<file path="src/rtl/counter_ctrl.sv">
// counter_ctrl
// Drives the load/enable side of a small up-counter. It accepts a command
// (start value, number of terminal counts to run), loads the counter, and
// enables it until the requested number of tc pulses has been seen. A shadow
// copy of the expected count is compared against count_out on every run cycle.
// A mismatch sets a sticky err flag.
//
// Ports
//   clk, rst_n            clock, synchronous active-low reset
//   cmd_valid/cmd_ready   command handshake (ready only while idle)
//   cmd_load, cmd_wraps   start value and number of tc pulses to run for
//   abort                 cancel a run in LOAD or RUN
//   ld_enb, data_in       counter load strobe and load value
//   count_enb             counter enable
//   count_out, tc         counter value and terminal-count flag
//   busy, done            run in progress / one-cycle end-of-run pulse
//   err, wraps_seen       sticky mismatch flag, tc pulses counted this run
//
// state  | meaning
// -------+--------------------------------------------------------------
// S_IDLE | waiting for a command, cmd_ready high
// S_LOAD | one cycle: ld_enb high, shadow count seeded with the load value
// S_RUN  | counter enabled, count_out checked, tc pulses counted
// S_DONE | one cycle: done pulse, counter disabled

module counter_ctrl #(
  parameter int CNT_W  = 3,
  parameter int WRAP_W = 8
) (
  input  logic              clk,
  input  logic              rst_n,
  input  logic              cmd_valid,
  output logic              cmd_ready,
  input  logic [CNT_W-1:0]  cmd_load,
  input  logic [WRAP_W-1:0] cmd_wraps,
  input  logic              abort,
  output logic              ld_enb,
  output logic [CNT_W-1:0]  data_in,
  output logic              count_enb,
  input  logic [CNT_W-1:0]  count_out,
  input  logic              tc,
  output logic              busy,
  output logic              done,
  output logic              err,
  output logic [WRAP_W-1:0] wraps_seen
);

  typedef enum logic [1:0] {
    S_IDLE = 2'd0,
    S_LOAD = 2'd1,
    S_RUN  = 2'd2,
    S_DONE = 2'd3
  } state_e;

  state_e            state_q, state_d;
  logic [CNT_W-1:0]  load_q, load_d;
  logic [CNT_W-1:0]  exp_q, exp_d;
  logic [WRAP_W-1:0] wraps_q, wraps_d;
  logic [WRAP_W-1:0] seen_q, seen_d;
  logic              err_q, err_d;
  logic [WRAP_W-1:0] seen_inc;

  // Saturating increment of the tc counter.
  assign seen_inc = (seen_q == '1) ? seen_q : seen_q + WRAP_W'(1);

  always_comb begin
    state_d = state_q;
    load_d  = load_q;
    exp_d   = exp_q;
    wraps_d = wraps_q;
    seen_d  = seen_q;
    err_d   = err_q;
    case (state_q)
      S_IDLE: begin
        if (cmd_valid) begin
          load_d  = cmd_load;
          wraps_d = cmd_wraps;
          seen_d  = '0;
          err_d   = 1'b0;
          state_d = S_LOAD;
        end
      end
      S_LOAD: begin
        if (abort) begin
          state_d = S_IDLE;
        end else begin
          exp_d   = load_q;
          state_d = (wraps_q == '0) ? S_DONE : S_RUN;
        end
      end
      S_RUN: begin
        // On abort err and wraps_seen are frozen: no compare, no tc count.
        if (abort) begin
          state_d = S_IDLE;
        end else begin
          if (count_out != exp_q) err_d = 1'b1;
          exp_d = exp_q + CNT_W'(1);
          if (tc) begin
            seen_d = seen_inc;
            if (seen_inc == wraps_q) state_d = S_DONE;
          end
        end
      end
      S_DONE: begin
        state_d = S_IDLE;
      end
      default: begin
        state_d = S_IDLE;
      end
    endcase
  end

  always_ff @(posedge clk) begin
    if (!rst_n) begin
      state_q <= S_IDLE;
      load_q  <= '0;
      exp_q   <= '0;
      wraps_q <= '0;
      seen_q  <= '0;
      err_q   <= 1'b0;
    end else begin
      state_q <= state_d;
      load_q  <= load_d;
      exp_q   <= exp_d;
      wraps_q <= wraps_d;
      seen_q  <= seen_d;
      err_q   <= err_d;
    end
  end

  // Outputs decode registered state only, so they never depend on inputs
  // in the same cycle. The load strobe keeps count_enb high as well; the
  // counter gives the load priority.
  assign cmd_ready  = (state_q == S_IDLE);
  assign busy       = (state_q != S_IDLE);
  assign ld_enb     = (state_q == S_LOAD);
  assign count_enb  = (state_q == S_LOAD) || (state_q == S_RUN);
  assign done       = (state_q == S_DONE);
  assign data_in    = load_q;
  assign err        = err_q;
  assign wraps_seen = seen_q;

endmodule

</file>
<file path="config.mk">
export PLATFORM = sky130hd
export DESIGN_NAME = counter_ctrl
export DESIGN_NICKNAME = d
export VERILOG_FILES = /design/src/rtl/counter_ctrl.sv
export SDC_FILE = /design/constraint.sdc
export NUM_CORES = 1
export LEC_CHECK = 0
export ABC_AREA = 0
export BUFFER_PORTS_ARGS = -buffer_cell sky130_fd_sc_hd__buf_4
export CAP_MARGIN = 0
export CORE_ASPECT_RATIO = 0.7
export CORE_MARGIN = 2
export CORE_UTILIZATION = 58
export CTS_CLUSTER_DIAMETER = 100
export DETAILED_ROUTE_END_ITERATION = 16
export GPL_ROUTABILITY_DRIVEN = 0
export HOLD_SLACK_MARGIN = 0.03
export PLACE_DENSITY = 0.85
export SYNTH_ARGS = -nofsm -noshare
export SYNTH_HDL_FRONTEND = slang
export SYNTH_SLANG_ARGS = --single-unit
export TNS_END_PERCENT = 100
</file>
<file path="constraint.sdc">
create_clock -name clk -period 6.6 [get_ports clk]
set_input_delay 0.66 -clock clk [delete_from_list [all_inputs] [get_ports clk]]
set_output_delay 0.66 -clock clk [all_outputs]
set_load 0.02 [all_outputs]
</file>
==> flow_summary.yaml <==
status:
  status: "finished clean"
grt:
  antenna_found_initial: 0
  grt_first_pass_wirelength_mm: 6.31
  overflow: 0
  gr-usage-all-layers: 0.250
  grt_max_degree: 26
  grt_pass1_vias: 1360
synthesis:
  synth_edf_count: 0
  netlist_area_mm2: 0.00163
  synth-seq-cells: 25
  yosysSeqAreaShare: 0.307
  synthArstFlopShare: 0
  yosysUniqueCellTypes: 46
  synth_nets: 229
  synth-main-ff-cell: "dfxtp_1"
  syn_inst: 204
  synth_warnings: 0
  synth_area_per_cell_um2: 7.99
timing:
  fin_skew_ns: 0.00337
  rsz0062_at_grt: "no"
  slew_headroom: 0.674
  finalHoldViolCount: 0
  finalCritPeriodShare: 0.387
  fin_crit_ns: 2.55
  slew_viol_final: 0
  tightest_slew_ns: 0.488
  max_freq_ghz: 0.391
  finalSetupViolations: 0
  tns_ns: 0
clocking:
  cts.repair.resized: 0
  cts_buffers: 3
  clockRootBuffer: "clkbuf_8"
  ctsHtreeMaxLevel: 1
  clkTransAtPathRegs_ns: 0.09
  cts_tree: "built"
  hold_buffers: 0
  insertion_delay_ns: 0.27
  clk_path_buf_depth: 2
  post_cts_buffers: 0
  cts_sinks: 25
setup_path:
  critPathKind: "flip-flop to flip-flop"
  path_delay_family: "simple AND/OR/NAND/NOR gates"
  required_ns: 6.77
  path_max_fanout: 9
  cp-startpoint: "wraps_seen[0]$_SDFFE_PN0P_"
  slowest_stage: "dfxtp_1"
  reg2reg_slack_ns: 4.05
  critPathBufInv: 0
  crit_arrival_ns: 2.72
  start_kind: "flip-flop"
  reg2reg_from: "wraps_seen[0]$_SDFFE_PN0P_"
  crit_path_cell_trace: "ha_1 > nand3_4 > nor4_1 > o311a_1 > o211ai_1 > or3_1 > o211a_1"
  cp-end-kind: "flip-flop"
  critPathMaxStageDelay_ns: 0.55
floorplanning:
  fp.dieW_um: 67.3
  start_util: 0.594
  coreArea_mm2: 0.00274
  rows: 16
  die-area_mm2: 0.00326
  io-pin-count: 36
  die_h_um: 48.3
min_path:
  hold_path_class: "flip-flop to flip-flop"
  min_from: "wraps_q[3]$_SDFFE_PN0P_"
finish:
  drive_gt1_frac: 0.192
  fillers: 232
  regArea_um2: 500
  num-nets-final: 260
  antenna_cells: 0
  multiInputGateArea_mm2: 0.00105
  area_delta_synth_final_pct: 18.7
route:
  vias: 1518
  wl_per_cell_um: 13.6
  ant_nets: 0
  wl_mm: 3.66
  drt_pass1_iterations: 4
  drc: 0
  vias_per_cell: 5.62
  drt-initial-drc-count: 178
pwr:
  ir_worst_vdd_mv: 0.160
  p_per_area_mw_per_mm2: 190
  power.leakage_nw: 0.786
  total_power_mw: 0.367
place:
  hpwlAfterDp_mm: 2.81
  portBuffers: 35
job:
  drv_cap: 0
-- per-layer routing --
layer	GRT usage	vias to the layer above	part of all wire	routed length [µm]
met1	0.395	666	0.52	1900
li1	-	795	-	-
met5	0	-	0	0
met2	0.355	55	0.41	1490
met4	0.0408	0	0.0038	14
met3	0.0488	2	0.070	258
-- synth_stat cells, types with 3 or more instances --
library cell | count | area [µm²]
and3_1 | 3 | 18.8
o21ai_0 | 9 | 45.0
inv_1 | 8 | 30.0
clkbuf_1 | 6 | 22.5
xnor2_1 | 6 | 52.6
or4_1 | 3 | 22.5
nand2_1 | 29 | 109
nor3b_1 | 3 | 22.5
nor2_1 | 16 | 60.1
dfxtp_1 | 25 | 500
ha_1 | 6 | 75.1
xor2_1 | 3 | 26.3
nand2b_1 | 4 | 25.0
a21boi_0 | 14 | 105
a31oi_1 | 4 | 25.0
nand3_1 | 3 | 15.0
nor3_1 | 5 | 25.0
a21oi_1 | 13 | 65.1
nor2b_1 | 4 | 25.0
-- kinds of logic after synthesis --
| family | after synthesis | share of synthesized area |
|---|---|---|
| flip-flops | 25 | 0.307 |
| AO/OA/AOI/OAI | 62 | 0.262 |
| adder cells (fa/ha/maj) | 6 | 0.0461 |
| XOR/XNOR | 9 | 0.0484 |
| multiplexers | 1 | 0.00614 |
| AND/OR/NAND/NOR | 84 | 0.280 |
| buffers and inverters | 17 | 0.0507 |
-- cell type report --
class                           count  share of cell area
Tap cell                           36              0.0233
Clock inverter                      1             0.00388
Clock buffer                        3              0.0214
Timing Repair Buffer               35               0.136
Inverter                            8              0.0155
Sequential cell                    25               0.259
Multi-Input combinational cell    162               0.541
-- path summary, 6_finish.rpt --
kind | end | depth (start not counted)
max | state_q[1]$_SDFFE_PN0P_ | 7
min | wraps_q[3]$_SDFFE_PN0P_ | 2
max reg2reg | state_q[1]$_SDFFE_PN0P_ | 7
min reg2reg | wraps_q[3]$_SDFFE_PN0P_ | 2
-- registers in the layout, indices dropped and copies added, names as in the netlist --
| signal | count |
|---|---|
| data_in | 3 |
| err | 1 |
| exp_q | 3 |
| state_q | 2 |
| wraps_q | 8 |
| wraps_seen | 8 |
-- worst min-delay path, stage by stage, from the launching register on --
cell	delay [ns]
dfxtp_1	0.34
nand2_1	0.06
a21boi_0	0.06
-- metrics by stage --
step	cell area, µm²	instances	worst slack (ns)	utilization	hold WS, ns
floorplan	1630	204	4.21	-	0.464
global placement	1880	266	4.24	0.687	0.481
detailed placement	1880	266	4.13	0.687	0.489
CTS	1930	270	4.10	0.705	0.505
global route	1930	270	3.90	0.705	0.544
finish	1930	270	4.05	0.705	0.503
-- where the power goes --
group / internal, mW / switching, mW / total, mW
combinational: 0.0447 / 0.0556 / 0.100
sequential: 0.161 / 0.0118 / 0.173
clock: 0.0428 / 0.0508 / 0.0936
-- cells in the final DEF, fill, tap and decap left out, drive strengths merged, types with 2 or more instances in the layout --
| cell type | Yosys | layout |
|---|---|---|
| buf | 3 | 35 |
| nand2 | 29 | 29 |
| dfxtp | 25 | 25 |
| nor2 | 16 | 16 |
| a21boi | 15 | 15 |
| a21oi | 13 | 13 |
| o21ai | 9 | 9 |
| inv | 8 | 8 |
| xnor2 | 6 | 6 |
| ha | 6 | 6 |
| nor3 | 6 | 6 |
| nand3 | 5 | 5 |
| nand2b | 4 | 4 |
| a31oi | 4 | 4 |
| nor2b | 4 | 4 |
| and3 | 3 | 3 |
| xor2 | 3 | 3 |
| or4 | 3 | 3 |
| nor3b | 3 | 3 |
| clkbuf | 6 | 3 |
| and2 | 2 | 2 |
| o221a | 2 | 2 |
| nand4 | 2 | 2 |
| o32ai | 2 | 2 |
| nand3b | 2 | 2 |
| o22ai | 2 | 2 |
| o21a | 2 | 2 |
| o31ai | 2 | 2 |
| o211ai | 2 | 2 |
| o311a | 2 | 2 |
| o311ai | 2 | 2 |
| and4 | 2 | 2 |
Power figures use the tool's default switching activity.
